File: src/rtl/gray_pkg.sv
// Shared definitions for the 3-bit Gray counter and its downstream monitor:
// monitor state encoding, default code width and the Gray code sequence.
package gray_pkg;

   localparam int GRAY_WIDTH = 3;

   typedef enum logic [1:0] {
      ST_IDLE  = 2'b00,
      ST_TRACK = 2'b01,
      ST_ERROR = 2'b10
   } state_t;

   localparam logic [2:0] G0 = 3'b000;
   localparam logic [2:0] G1 = 3'b001;
   localparam logic [2:0] G2 = 3'b011;
   localparam logic [2:0] G3 = 3'b010;
   localparam logic [2:0] G4 = 3'b110;
   localparam logic [2:0] G5 = 3'b111;
   localparam logic [2:0] G6 = 3'b101;
   localparam logic [2:0] G7 = 3'b100;

endpackage

File: src/rtl/gray2bin.sv
// Combinational Gray-to-binary converter; each binary bit is the XOR of all
// Gray bits at or above its position.
module gray2bin
   import gray_pkg::*;
#(
   parameter int WIDTH = GRAY_WIDTH
) (
   input  logic [WIDTH-1:0] gray,
   output logic [WIDTH-1:0] binary
);

   always_comb begin
      binary = '0;
      for (int i = 0; i < WIDTH; i++) begin
         binary[i] = ^(gray >> i);
      end
   end

endmodule

File: src/rtl/gray_monitor.sv
// Checker/decoder for the upstream Gray counter: decodes, verifies +1 steps,
// counts wraps and latches a sticky error. Optional overflow cross-check under
// GRAY_MONITOR_OVF_CHECK_EN.
//
//   state    | meaning
//   ST_IDLE  | waiting for the first sample after reset
//   ST_TRACK | following the counter, checking every sample
//   ST_ERROR | illegal sequence seen; frozen until reset
module gray_monitor
   import gray_pkg::*;
#(
   parameter int WIDTH  = GRAY_WIDTH,
   parameter int WRAP_W = 8
) (
   input  logic              Clk,
   input  logic              Reset,
   input  logic              En,
   input  logic [WIDTH-1:0]  Gray,
   input  logic              Overflow_in,
   output logic [WIDTH-1:0]  Binary,
   output logic              Step,
   output logic [WRAP_W-1:0] WrapCount,
   output logic              Error,
   output logic              Busy
);

   localparam logic [WIDTH-1:0]  ONE   = 1;
   localparam logic [WRAP_W-1:0] ONE_W = 1;

   state_t              state, state_nxt;
   logic [WIDTH-1:0]    prev, prev_nxt, conv;
   logic [WRAP_W-1:0]   wrap_nxt, wrap_inc;
   logic                step_nxt, err_nxt;
   logic                is_hold, is_inc, is_wrap, ovf_bad;

   gray2bin #(.WIDTH(WIDTH)) u_gray2bin (
      .gray   (Gray),
      .binary (conv)
   );

   assign is_hold  = (conv == prev);
   assign is_inc   = (conv == prev + ONE);
   assign is_wrap  = is_inc && (prev == '1);
   assign wrap_inc = (WrapCount == '1) ? WrapCount : WrapCount + ONE_W;

`ifdef GRAY_MONITOR_OVF_CHECK_EN
   assign ovf_bad = (Overflow_in != ((WrapCount != '0) || is_wrap));
`else
   logic ovf_unused;
   assign ovf_unused = Overflow_in;
   assign ovf_bad    = 1'b0;
`endif

   always_comb begin
      state_nxt = state;
      prev_nxt  = prev;
      wrap_nxt  = WrapCount;
      err_nxt   = Error;
      step_nxt  = 1'b0;
      case (state)
         ST_IDLE: begin
            if (En) begin
               prev_nxt  = conv;
               state_nxt = ST_TRACK;
`ifdef GRAY_MONITOR_OVF_CHECK_EN
               // upstream already overflowed before we started watching
               if (Overflow_in) wrap_nxt = ONE_W;
`endif
            end
         end
         ST_TRACK: begin
            if (En) begin
               if (!ovf_bad && is_hold) begin
                  state_nxt = ST_TRACK;
               end else if (!ovf_bad && is_inc) begin
                  step_nxt = 1'b1;
                  prev_nxt = conv;
                  if (is_wrap) wrap_nxt = wrap_inc;
               end else begin
                  err_nxt   = 1'b1;
                  state_nxt = ST_ERROR;
               end
            end
         end
         ST_ERROR: begin
            state_nxt = ST_ERROR;
         end
         default: begin
            state_nxt = ST_IDLE;
         end
      endcase
   end

   always_ff @(posedge Clk) begin
      if (Reset) begin
         state     <= ST_IDLE;
         prev      <= '0;
         Step      <= 1'b0;
         WrapCount <= '0;
         Error     <= 1'b0;
      end else begin
         state     <= state_nxt;
         prev      <= prev_nxt;
         Step      <= step_nxt;
         WrapCount <= wrap_nxt;
         Error     <= err_nxt;
      end
   end

   assign Binary = prev;
   assign Busy   = (state == ST_TRACK);

endmodule

File: config.mk
export PLATFORM = sky130hd
export DESIGN_NAME = gray_monitor
export DESIGN_NICKNAME = d
export VERILOG_FILES = /design/src/rtl/gray_pkg.sv /design/src/rtl/gray2bin.sv /design/src/rtl/gray_monitor.sv
export SDC_FILE = /design/constraint.sdc
export NUM_CORES = 1
export LEC_CHECK = 0
export CORE_MARGIN = 4
export CORE_UTILIZATION = 50
export CTS_BUF_LIST = sky130_fd_sc_hd__clkbuf_8
export CTS_CLUSTER_DIAMETER = 80
export CTS_CLUSTER_SIZE = 16
export DETAILED_ROUTE_END_ITERATION = 6
export GPL_ROUTABILITY_DRIVEN = 1
export PLACE_DENSITY = 0.89
export SETUP_SLACK_MARGIN = 0.1
export SKIP_CTS_REPAIR_TIMING = 1
export SLEW_MARGIN = 20
export SYNTH_ARGS = -nofsm -noshare
export SYNTH_HDL_FRONTEND = slang
export SYNTH_SLANG_ARGS = --single-unit
File: constraint.sdc
create_clock -name Clk -period 2.9 [get_ports Clk]
set_input_delay 0.58 -clock Clk [delete_from_list [all_inputs] [get_ports Clk]]
set_output_delay 0.58 -clock Clk [all_outputs]
set_load 0.01 [all_outputs]
==> results.txt <==
The flow ran to the end, and the final reports show no timing, DRC or antenna violations. The cell occurring most often along the worst timing path was sky130_fd_sc_hd__ha_1. Endpoint class of the critical path: a flop. In this run, distinct cell masters in the synthesized netlist total 40. The die is 49.8 um tall. Ranked by total cell area, the synthesized netlist is headed by sky130_fd_sc_hd__dfxtp_1 (34%), sky130_fd_sc_hd__nor2_1 (6.0%), sky130_fd_sc_hd__mux2i_1 (4.6%).

Adding up every negative setup slack in the final design gives 0 ps. The area share of the largest cell type after synthesis was 34.4%; the portion of the post-synthesis area used by sequential elements was 34.4%. The number of nets handed over by synthesis was 105. The longest clock path from root to sink contains 2 buffers.

Cell with the biggest individual delay on the critical path: sky130_fd_sc_hd__a311oi_2. The initial cell density of the core is 55.4%. Endpoint arrival time on the critical path: 2670 ps. The average routed wire per standard cell was 13.7 um.

The run gives 330 uV as the maximum resistive drop on vdd. The hold violation count in the final report was 0; the number of placed cells counting well taps was 130. The path with the worst hold slack has its endpoint at Error.

Pin placement for this block handled 21 I/O pins. Of all nets on the critical path, the largest fanout is 7. The share of flip-flops with an asynchronous set or reset after synthesis works out to 0%. At the end of the flow, the number of nets in the layout was 129. Number of antenna diodes: 0. In this run, synthesis inferred 0 flip-flops with an integrated enable. Summing all multi-input logic gate instances after layout gives 542 um^2.

Summed over all cells, the static leakage comes to 0.443 nW. The logs give 22 for the maximum number of pins on one net before global-route repair and 95 for the gate count of the mapped netlist. Averaged over all synthesized cells, the footprint is 9.19 um^2.

The worst hold path begins at Error. For the clock skew, the log shows 5.94 ps. The sequential cells in the finished layout cover a total of 300 um^2. The number of antenna violations at the first check in global routing came out at 0. The warning count from the yosys run is 0, and the number of violations of the max-capacitance limit is 0. Once layout is complete, the cells apart from fillers number 134.

Once placement finished, the instance area stood at 1090 um^2. Before CTS, the worst setup slack after placement is 184 ps. Counting every sink on the clock net gives 15. The endpoint identified for the worst register-to-register timing path is Binary[2]. The core area is 1580 um^2. The routed layout has 758 vias. The worst hold path was traced through 2 stages. The root buffer selected by CTS was sky130_fd_sc_hd__clkbuf_8. The placer congestion estimate is 0.752. The critical path goes through ha_1 > ha_1 > or3_1 > a211o_4 > a311oi_2 > mux2i_1 > nor2_1. The via-per-instance ratio was 5.66.

Subtracting the final worst setup slack from the clock period gives 2570 ps. The worst path uses 88.6% of the clock period. Start of the worst register-to-register path: Binary[1]. For the worst flop-to-flop path, the logic depth is 7.

In the routed design, unresolved DRC markers number 0. After the first detailed-routing iteration, the DRC count stood at 8. Global routing finished with a remaining overflow of 0. The total of endpoints with negative setup slack in the final report came out at 0. In this run the tightest slew margin relative to its limit is 55.0%. The post-route netlist has 11.0% of its cells at a drive strength greater than 1.

The floorplan has 14 rows. The largest total area in the synthesized netlist belongs to sky130_fd_sc_hd__dfxtp_1. The die is 49.8 um wide.

The cell area that synthesis handed to floorplanning was 873 um^2. The worst stage delay on the critical path was 470 ps; the clock transition at the registers of the reported paths was 60 ps. The max-slew violation count is 0, and the post-DP HPWL is 1360 um. Number of global-route vias before repair: 715.

The setup path with the least slack is of type flop to flop. The logs give 250 ps for the insertion delay of the later-clocked pin in the worst-skew pair and 111 for the number of fill cells. STA classifies the critical path startpoint as a flop.

Count of state elements after synthesis: 15. The tools report the slack of the critical path as 330 ps. The top cell types in the final layout, fill and taps aside, are sky130_fd_sc_hd__clkdlybuf4s50_1 (19), sky130_fd_sc_hd__dfxtp_1 (15), sky130_fd_sc_hd__nor2_1 (14).

The count of buffers added on input and output ports is 19. The TritonCTS buffer count is 3. Setup repair after global routing left no endpoint under its margin. For the slack of the worst reg-to-reg path, the log shows 330 ps. The logs give 3120 um for the global-route wire length before repair and 1840 um for the total detailed-routing wirelength.

The post-route cell area is 1130 um^2. Global routing used 15.9% of the available tracks. The pre-antenna-repair detailed-routing pass consisted of 4 iterations. The tools report the post-route antenna net violation count as 0.

The logs give 1 for the deepest level of the CTS H-tree and 3000 ps for the data required time at the worst endpoint. On the critical path the largest part of the delay comes from compound AO/OA/AOI/OAI gates. The signed area change from the synthesized netlist to the final layout was 29.9%. Total power for the finished layout comes to 0.480 mW. Most used flip-flop cell after synthesis: sky130_fd_sc_hd__dfxtp_1. For this run, the top clock speed supported by timing is 389 MHz.

The tightest min-delay check is of the flop to flop type. The transition time of the tightest slew-check pin is 673 ps. The most common cell after layout, fill and taps aside is sky130_fd_sc_hd__clkdlybuf4s50_1. The floorplan step defined a die boundary enclosing 2480 um^2.

TritonCTS built the clock tree. For this design the ratio of total power to cell area is 423 nW/um^2. The number of buffer and inverter instances along the worst setup path works out to 0.
==> per-layer routing <==
layer	routed length (um)	vias to the layer above	GRT usage (%)	share of wire, %
met3	75	2	5.12	4.1
met2	927	12	27.5	50
met4	14	0	4.15	0.76
met5	0	-	0	0
met1	819	361	18.8	45
li1	-	383	-	-
==> power breakdown <==
part	leakage, nW	internal, mW	switching [mW]
sequential	0.122	0.214	0.0108
combinational	0.295	0.0468	0.0459
clock	0.0269	0.0936	0.0685
total	0.443	0.355	0.125
==> worst max-delay path by stage <==
| stage | start | endpoint | slack (ps) | cells past startpoint |
|---|---|---|---|---|
| floorplan | Binary[1] | WrapCount[5] | 340 | 7 |
| global placement | Gray[2] | WrapCount[5] | 180 | 6 |
| detailed placement | Gray[2] | WrapCount[5] | 180 | 6 |
| CTS | Binary[1] | Binary[2] | 310 | 7 |
| global route | Binary[1] | Binary[2] | 160 | 7 |
| finish | Binary[1] | Binary[2] | 330 | 7 |
==> metrics by stage <==
step / util, % / hold WS [ps]
6_report: 72.0 / 493
3_3_place_gp: 69.1 / 446
5_1_grt: 72.0 / 531
3_5_place_dp: 69.1 / 487
2_1_floorplan: - / 493
4_1_cts: 72.0 / 501
==> worst reg2reg max path, delay by kind of cell (launching register included) <==
family / cells / cell delay (ps)
adders and majority gates: 2 / 440
and+or+nand+nor: 2 / 400
muxes: 1 / 270
AOI/OAI and AO/OA: 2 / 860
DFF: 1 / 450
==> synthesized netlist by cell type, types with 2 or more instances <==
master,n
sky130_fd_sc_hd__and2_1,2
sky130_fd_sc_hd__and3_1,2
sky130_fd_sc_hd__clkbuf_1,2
sky130_fd_sc_hd__dfxtp_1,15
sky130_fd_sc_hd__ha_1,3
sky130_fd_sc_hd__inv_1,2
sky130_fd_sc_hd__mux2_1,3
sky130_fd_sc_hd__mux2i_1,4
sky130_fd_sc_hd__nand2_1,6
sky130_fd_sc_hd__nand2b_1,3
sky130_fd_sc_hd__nand3_1,3
sky130_fd_sc_hd__nor2_1,14
sky130_fd_sc_hd__nor2b_1,4
sky130_fd_sc_hd__o31ai_1,2
sky130_fd_sc_hd__xnor2_1,4
sky130_fd_sc_hd__xor2_1,2
==> flip-flops by register name, indices dropped and copies added (netlist names) <==
name / cells
Error: 1
WrapCount: 8
Step: 1
state: 2
Binary: 3
==> cells by family (layout without fill, tap and decap cells) <==
logic type      Yosys count  count (layout)  synth area share (%)
xor+xnor                  6               6                  6.02
mux                       7               7                  8.45
buf+inv                   6              29                  3.58
compound gates           16              16                  18.3
simple gates             42              42                  24.9
fa+ha+maj                 3               3                  4.30
flops                    15              15                  34.4
==> final cells by class <==
| cell class | instances | area share (%) |
|---|---|---|
| multi-input combinational | 74 | 47.7 |
| clock inverter | 1 | 0.331 |
| clock buffer | 3 | 3.64 |
| timing repair buffer | 23 | 19.4 |
| tap | 16 | 1.76 |
| sequential | 15 | 26.5 |
| inverter | 2 | 0.662 |
No activity file was read; power rests on OpenSTA's default activity.
